File: config.mk
export PLATFORM = sky130hd
export DESIGN_NAME = keypad_entry_reg
export DESIGN_NICKNAME = d
export VERILOG_FILES = /design/src/rtl/keypad_entry_reg.sv
export SDC_FILE = /design/constraint.sdc
export NUM_CORES = 1
export LEC_CHECK = 0
export ABC_AREA = 1
export CAP_MARGIN = 30
export CORE_ASPECT_RATIO = 0.8
export CORE_MARGIN = 4
export CORE_UTILIZATION = 30
export CTS_CLUSTER_SIZE = 24
export DETAILED_ROUTE_END_ITERATION = 16
export GPL_TIMING_DRIVEN = 0
export SLEW_MARGIN = 20
export SYNTH_ARGS = -nofsm -noshare
export SYNTH_HDL_FRONTEND = slang
export SYNTH_SLANG_ARGS = --single-unit
export TNS_END_PERCENT = 10
File: constraint.sdc
create_clock -name clk -period 5.48 [get_ports clk]
set_input_delay 1.096 -clock clk [delete_from_list [all_inputs] [get_ports clk]]
set_output_delay 1.096 -clock clk [all_outputs]
set_load 0.005 [all_outputs]
File: src/rtl/keypad_entry_reg.sv
// rtl/keypad_entry_reg.sv - microwave-style keypad digit entry feeding the timer counter loads
module keypad_entry_reg #(
   parameter int DEBOUNCE_CYCLES = 4
) (
   input  logic       clk,
   input  logic       clearn,
   input  logic       key_valid,
   input  logic [3:0] key_code,
   input  logic       start,
   input  logic       clear,
   input  logic       running,
   output logic [3:0] data_mins,
   output logic [3:0] data_sec_tens,
   output logic [3:0] data_sec_ones,
   output logic       loadn,
   output logic [1:0] digit_count,
   output logic       entry_err
);

   localparam int CW = $clog2(DEBOUNCE_CYCLES + 1);
   localparam logic [CW-1:0] CNT_MAX = CW'(DEBOUNCE_CYCLES);

   typedef enum logic [1:0] {
      S_IDLE  = 2'd0,
      S_ENTRY = 2'd1,
      S_LOAD  = 2'd2
   } state_t;

   state_t          state;
   logic            sync1;
   logic            sync2;
   logic            level;
   logic            armed;
   logic [CW-1:0]   run_cnt;
   logic [CW-1:0]   run_cnt_next;
   logic            level_reach;
   logic            hit_high;
   logic            hit_low;
   logic            accept;
   logic            digit_ok;
   logic [3:0]      sh_mins;
   logic [3:0]      sh_tens;
   logic [3:0]      sh_ones;
   logic [1:0]      sh_cnt;

   // Two-flop synchronizer for the asynchronous key level
   always_ff @(posedge clk or negedge clearn) begin
      if (!clearn) begin
         sync1 <= 1'b0;
         sync2 <= 1'b0;
      end else begin
         sync1 <= key_valid;
         sync2 <= sync1;
      end
   end

   // Next run length of the synchronized level; reach fires once per run
   always_comb begin
      run_cnt_next = run_cnt;
      if (sync2 != level) begin
         run_cnt_next = CW'(1);
      end else if (run_cnt != CNT_MAX) begin
         run_cnt_next = run_cnt + CW'(1);
      end
      level_reach = (run_cnt_next == CNT_MAX) && ((sync2 != level) || (run_cnt != CNT_MAX));
   end

   assign hit_high = level_reach & sync2;
   assign hit_low  = level_reach & ~sync2;
   assign accept   = hit_high & armed;
   assign digit_ok = accept && (key_code <= 4'd9) && !running && (state != S_LOAD);

   // Debounce run counter and re-arm flag: one accept per stable press
   always_ff @(posedge clk or negedge clearn) begin
      if (!clearn) begin
         level   <= 1'b0;
         run_cnt <= '0;
         armed   <= 1'b0;
      end else begin
         level   <= sync2;
         run_cnt <= run_cnt_next;
         if (hit_high) begin
            armed <= 1'b0;
         end else if (hit_low) begin
            armed <= 1'b1;
         end
      end
   end

   // Entry register after an accepted digit shifts in; oldest minute digit falls off
   always_comb begin
      sh_mins = data_mins;
      sh_tens = data_sec_tens;
      sh_ones = data_sec_ones;
      sh_cnt  = digit_count;
      if (digit_ok) begin
         sh_mins = data_sec_tens;
         sh_tens = data_sec_ones;
         sh_ones = key_code;
         if (digit_count != 2'd3) begin
            sh_cnt = digit_count + 2'd1;
         end
      end
   end

   // Entry FSM with registered digits, load strobe and error pulse
   always_ff @(posedge clk or negedge clearn) begin
      if (!clearn) begin
         state         <= S_IDLE;
         data_mins     <= 4'd0;
         data_sec_tens <= 4'd0;
         data_sec_ones <= 4'd0;
         digit_count   <= 2'd0;
         loadn         <= 1'b1;
         entry_err     <= 1'b0;
      end else begin
         entry_err <= 1'b0;
         loadn     <= 1'b1;
         case (state)
            S_LOAD: begin
               data_mins     <= 4'd0;
               data_sec_tens <= 4'd0;
               data_sec_ones <= 4'd0;
               digit_count   <= 2'd0;
               state         <= S_IDLE;
            end
            S_IDLE, S_ENTRY: begin
               if (!running) begin
                  if (clear) begin
                     data_mins     <= 4'd0;
                     data_sec_tens <= 4'd0;
                     data_sec_ones <= 4'd0;
                     digit_count   <= 2'd0;
                     state         <= S_IDLE;
                  end else begin
                     data_mins     <= sh_mins;
                     data_sec_tens <= sh_tens;
                     data_sec_ones <= sh_ones;
                     digit_count   <= sh_cnt;
                     if (digit_ok) begin
                        state <= S_ENTRY;
                     end
                     // A start with nothing entered is a no-op
                     if (start && ((state == S_ENTRY) || digit_ok)) begin
                        if (sh_tens <= 4'd5) begin
                           state <= S_LOAD;
                           loadn <= 1'b0;
                        end else begin
                           entry_err <= 1'b1;
                        end
                     end
                  end
               end
            end
            default: begin
               state <= S_IDLE;
            end
         endcase
      end
   end

endmodule

# == Word-level counts from Yosys, hierarchy flattened ==
# Cells that the tools add are included.
# totals
wordCells,81
output_inout_bits,16
ff_bits,25
# classes
muxes,36
n_reduce_logical,15
magnitude_cmp,2
n_addsub,2
bitwise_logic,4
eq_ne,10
# ops
op,n
4-bit 2-to-1 mux,9
4-bit one-hot mux with 2 select lines,3
2-bit 2-to-1 mux,10
1-bit 2-to-1 mux,11
3-bit inequality test (second input constant),3
3-bit 2-to-1 mux,2
2-bit inequality test (second input constant),3
1-bit logical AND,5
4-bit by 3-bit <= comparator with 1-bit output (second input constant),1
4-bit <= comparator (second input constant),1
2-bit one-hot mux with 2 select lines,1
4-bit AND reduction,1
2-bit nonzero test,2
3-bit by 1-bit adder with 3-bit output (second input constant),1
1-bit AND,3
3-bit equality test (second input constant),1
3-bit AND reduction,1
2-bit by 1-bit adder with 2-bit output (second input constant),1
2-bit by 1-bit equality test with 1-bit output (second input constant),1
2-bit equality test (second input constant),1
2-bit logical NOT,1
1-bit logical OR,2
2-bit AND reduction,1
2-bit OR reduction,1
3 further kinds,3

# == Longest topological paths before layout ==
# depth
depth_word,17
depth_mapped,15

# == Worst setup path after synthesis ==
# OpenSTA, ideal clock, no wires.
# synth_timing
path_type,in2reg
from,in key_code[1]
to,reg data_sec_tens[0]
path_buffers,1
setup_ps,130
arrival_ps,2192
cell_stages,6
required_ps,5350
path_slack_ps,3157
cell_sequence,o21a_1 nor3_1 nand3_2 a21oi_4 buf_6 o32ai_1
# synth_between
elab_chain_cells,8
# synth_rtl
element,line,source
start: declaration,8,"input logic [3:0] key_code,"
4-bit <= comparator,71,assign digit_ok = accept && (key_code <= 4'd9) && !running && (state != S_LOAD);
1-bit logical AND (3 in a row),71,
4-bit 2-to-1 mux,96,if (digit_ok) begin
4-bit 2-to-1 mux,129,if (clear) begin
4-bit 2-to-1 mux,128,if (!running) begin
4-bit one-hot mux with 2 select lines,119,case (state)
end signal: assignment,137,data_sec_tens <= sh_tens;
end: declaration,13,"output logic [3:0] data_sec_tens,"
# No other way between the ends. The select of a mux whose other input is x is not followed.
# A chain may end at the register's enable or synchronous reset.

# == Final worst setup path ==
# layout_timing
from,in running
to,reg data_sec_ones[2]
# layout_between
elab_chain_cells,5
elab_cells_between_ends,6
cone_classes,2 x eq/ne; 4 x reduce/logical
# layout_rtl
element,line,source
start: declaration,11,"input logic running,"
1-bit logical NOT,--,
1-bit logical AND (2 in a row),71,
3-bit inequality test (no source line),--,
3-bit AND reduction (no source line) (*),--,
end signal: assignment,138,data_sec_ones <= sh_ones;
end: declaration,14,"output logic [3:0] data_sec_ones,"
# Mark *: on every way between the ends. The rest lies on a longest branch, timed or not.

==> metrics.cfg <==
[cts]
cts_tree=built
cts_resized=0
htreeDepth=1
cts_made_buffers=3
root_buffer=clkbuf_8
cts_setup_buffers=0
clk_latency_ns=0.27
clk_pin_slew_worst_paths_ns=0.09
clock-sinks=25
ctsHoldBuffers=0
cts_max_path_buffers=2

[setup_path]
critPathBufInv=3
crit_path_start_kind=input port
cpMaxStageDelayCell=clkdlybuf4s50_1
critPathTopFamily=buffers and inverters
crit_chain=clkdlybuf4s50_1 > inv_1 > nand2_1 > nor3_1 > nand3_2 > a21oi_4 > buf_6 > o21ai_0
crit_fanout=10
max_stage_delay_ns=0.45
cp-end-kind=register
critical_path_class=in2reg
cp.arrival_ns=2.90
crit_required_ns=5.63

[yosys]
syn_inst=132
yosysMostFrequentCell=nand2_1
netlist_top_cells_count=nand2_1, dfrtp_1, inv_1
synth_cell_type_count=24
synth_top_area_share_pct=50.9
ys.warnings.count=0
synth_edf_count=0
syn-num-nets=145
seq_area_frac_synth_pct=53.1
synth_area_sq_um=1180
async_flop_share_pct=100
ys_ff_latch=25
yosysTopAreaCell=dfrtp_1
synth-main-ff-cell=dfrtp_1
avgSynthCellArea_sq_um=8.94
yosys-top-cells-area=dfrtp_1, nand2_1, inv_1

[detailed_routing]
wirelength_um=2540
ant_nets=0
vias_per_cell=4.42
drt-initial-drc-count=21
route.detailed.drc=0
post_drt_wl_per_cell_um=11.7
via_count=959
drt_pass1_iterations=6

[grt]
grt_pass1_vias=950
grt_first_pass_wirelength_um=4280
grt_overflow=0
grt_max_degree=15
grt.total_usage_pct=10.7
antenna_found_initial=0

[placed_design]
place_area_sq_um=1510
hpwlAfterDp_um=2020
port_buffers=25
place.gp.congestion=0.777

[sta]
period_needed_ns=2.75
setup_viol=0
slew_violations=0
tns_ns=0
fin_worst_skew_ns=0.0122
tightest_slew_ns=0.601
hold_viol=0
relSlewSlack_pct=59.8
rsz0062_at_grt=no
fmax_mhz=364
fin_crit_sh_pct=50.1

[pwr]
pwr-share-clk_pct=26.7
p_seq_share_pct=53.6
ir_worst_vdd_mv=0.121
swShare_pct=27.2
p_total_w=0.000397
combinationalPowerShare_pct=19.7
power.density_nw_per_um2=254
p_leak_nw=0.705
p_switching_w=0.000108
internal-power_w=0.000289

[finish]
nNetsFinal=176
drive_above_1_share_pct=11.7
area_growth_pct=32.2
diodes=0
stdcell_area_sq_um=1560

[floorplanning]
start_util_pct=31.0
die-area_sq_um=5010
die-height_um=64.1
die_x_um=78.1
pin_count=26
rows=20
coreArea_sq_um=3800

[flow_run]
max-cap-violations=0

[min_path]
holdCritPathClass=reg2reg

[outcome]
status=complete, no violations

## through the flow
stage / setup slack, ns / cells / hold WS, ns / util (%)
5_1_grt: 2.54 / 217 / 0.375 / 41.0
3_5_place_dp: 2.44 / 213 / 0.348 / 39.8
4_1_cts: 2.73 / 217 / 0.368 / 41.0
3_3_place_gp: 2.48 / 212 / 0.333 / 39.4
2_1_floorplan: 3.16 / 132 / 0.331 / -
6_report: 2.73 / 217 / 0.365 / 41.0
## sequential cells by signal (all words and copies together), names as in the netlist, 2 cells and up
signal         count
digit_count        2
data_mins          4
data_sec_ones      4
data_sec_tens      4
run_cnt            3
state              2
## cells by family after synthesis
logic type	share of synthesized area, %
AO/OA/AOI/OAI	12.1
adder cells (fa/ha/maj)	3.18
buffers and inverters	8.69
flip-flops	53.1
AND/OR/NAND/NOR	22.9
## layout by cell type, fill, tap and decap left out, drive strengths merged
master	instances
ha	3
a22o	2
clkdlybuf4s50	25
dfrtp	24
o21ai	13
inv	23
clkbuf	3
buf	3
clkinv	1
nor2	6
nand3	15
o32ai	1
o21a	1
dfstp	1
or2	1
nand4	2
nor3	1
a21boi	1
nand2	31
a21oi	5
## path summary, 6_finish.rpt
path | start | slack [ns] | end | cells after the start
max in group asynchronous | clearn | 3.69 | loadn | 2
worst min register to register | sync1 | 0.36 | sync2 | 0
worst max-delay path | running | 2.73 | data_sec_ones[2] | 8
worst min-delay path | sync1 | 0.36 | sync2 | 0
worst max register to register | run_cnt[0] | 3.32 | data_sec_ones[2] | 12
min in group asynchronous | clearn | 1.20 | data_mins[1] | 1
## routing by layer
layer,vias up,track usage (%),wire [um]
li1,488,-,-
met1,443,12.9,1150
met2,26,18.7,1200
met3,2,3.80,179
met4,0,1.97,12
met5,-,0,0
## power by group through the flow
stage / clock network, W / logic [W] / registers [W]
floorplan: 0 / 0.0000432 / 0.000214
global placement: 0 / 0.0000747 / 0.000215
detailed placement: 0 / 0.0000794 / 0.000216
CTS: 0.000110 / 0.0000796 / 0.000213
global route: 0.000116 / 0.0000878 / 0.000215
finish: 0.000106 / 0.0000781 / 0.000213
## cell type report
cell class | count | area [sq um]
Fill cell | 388 | 2240
Clock buffer | 3 | 41.3
Multi-Input combinational cell | 82 | 450
Buffer | 2 | 16.3
Timing Repair Buffer | 26 | 265
Sequential cell | 25 | 627
Clock inverter | 1 | 5.00
Inverter | 23 | 86.3
Tap cell | 55 | 68.8
(Power assumes the default switching activity.)
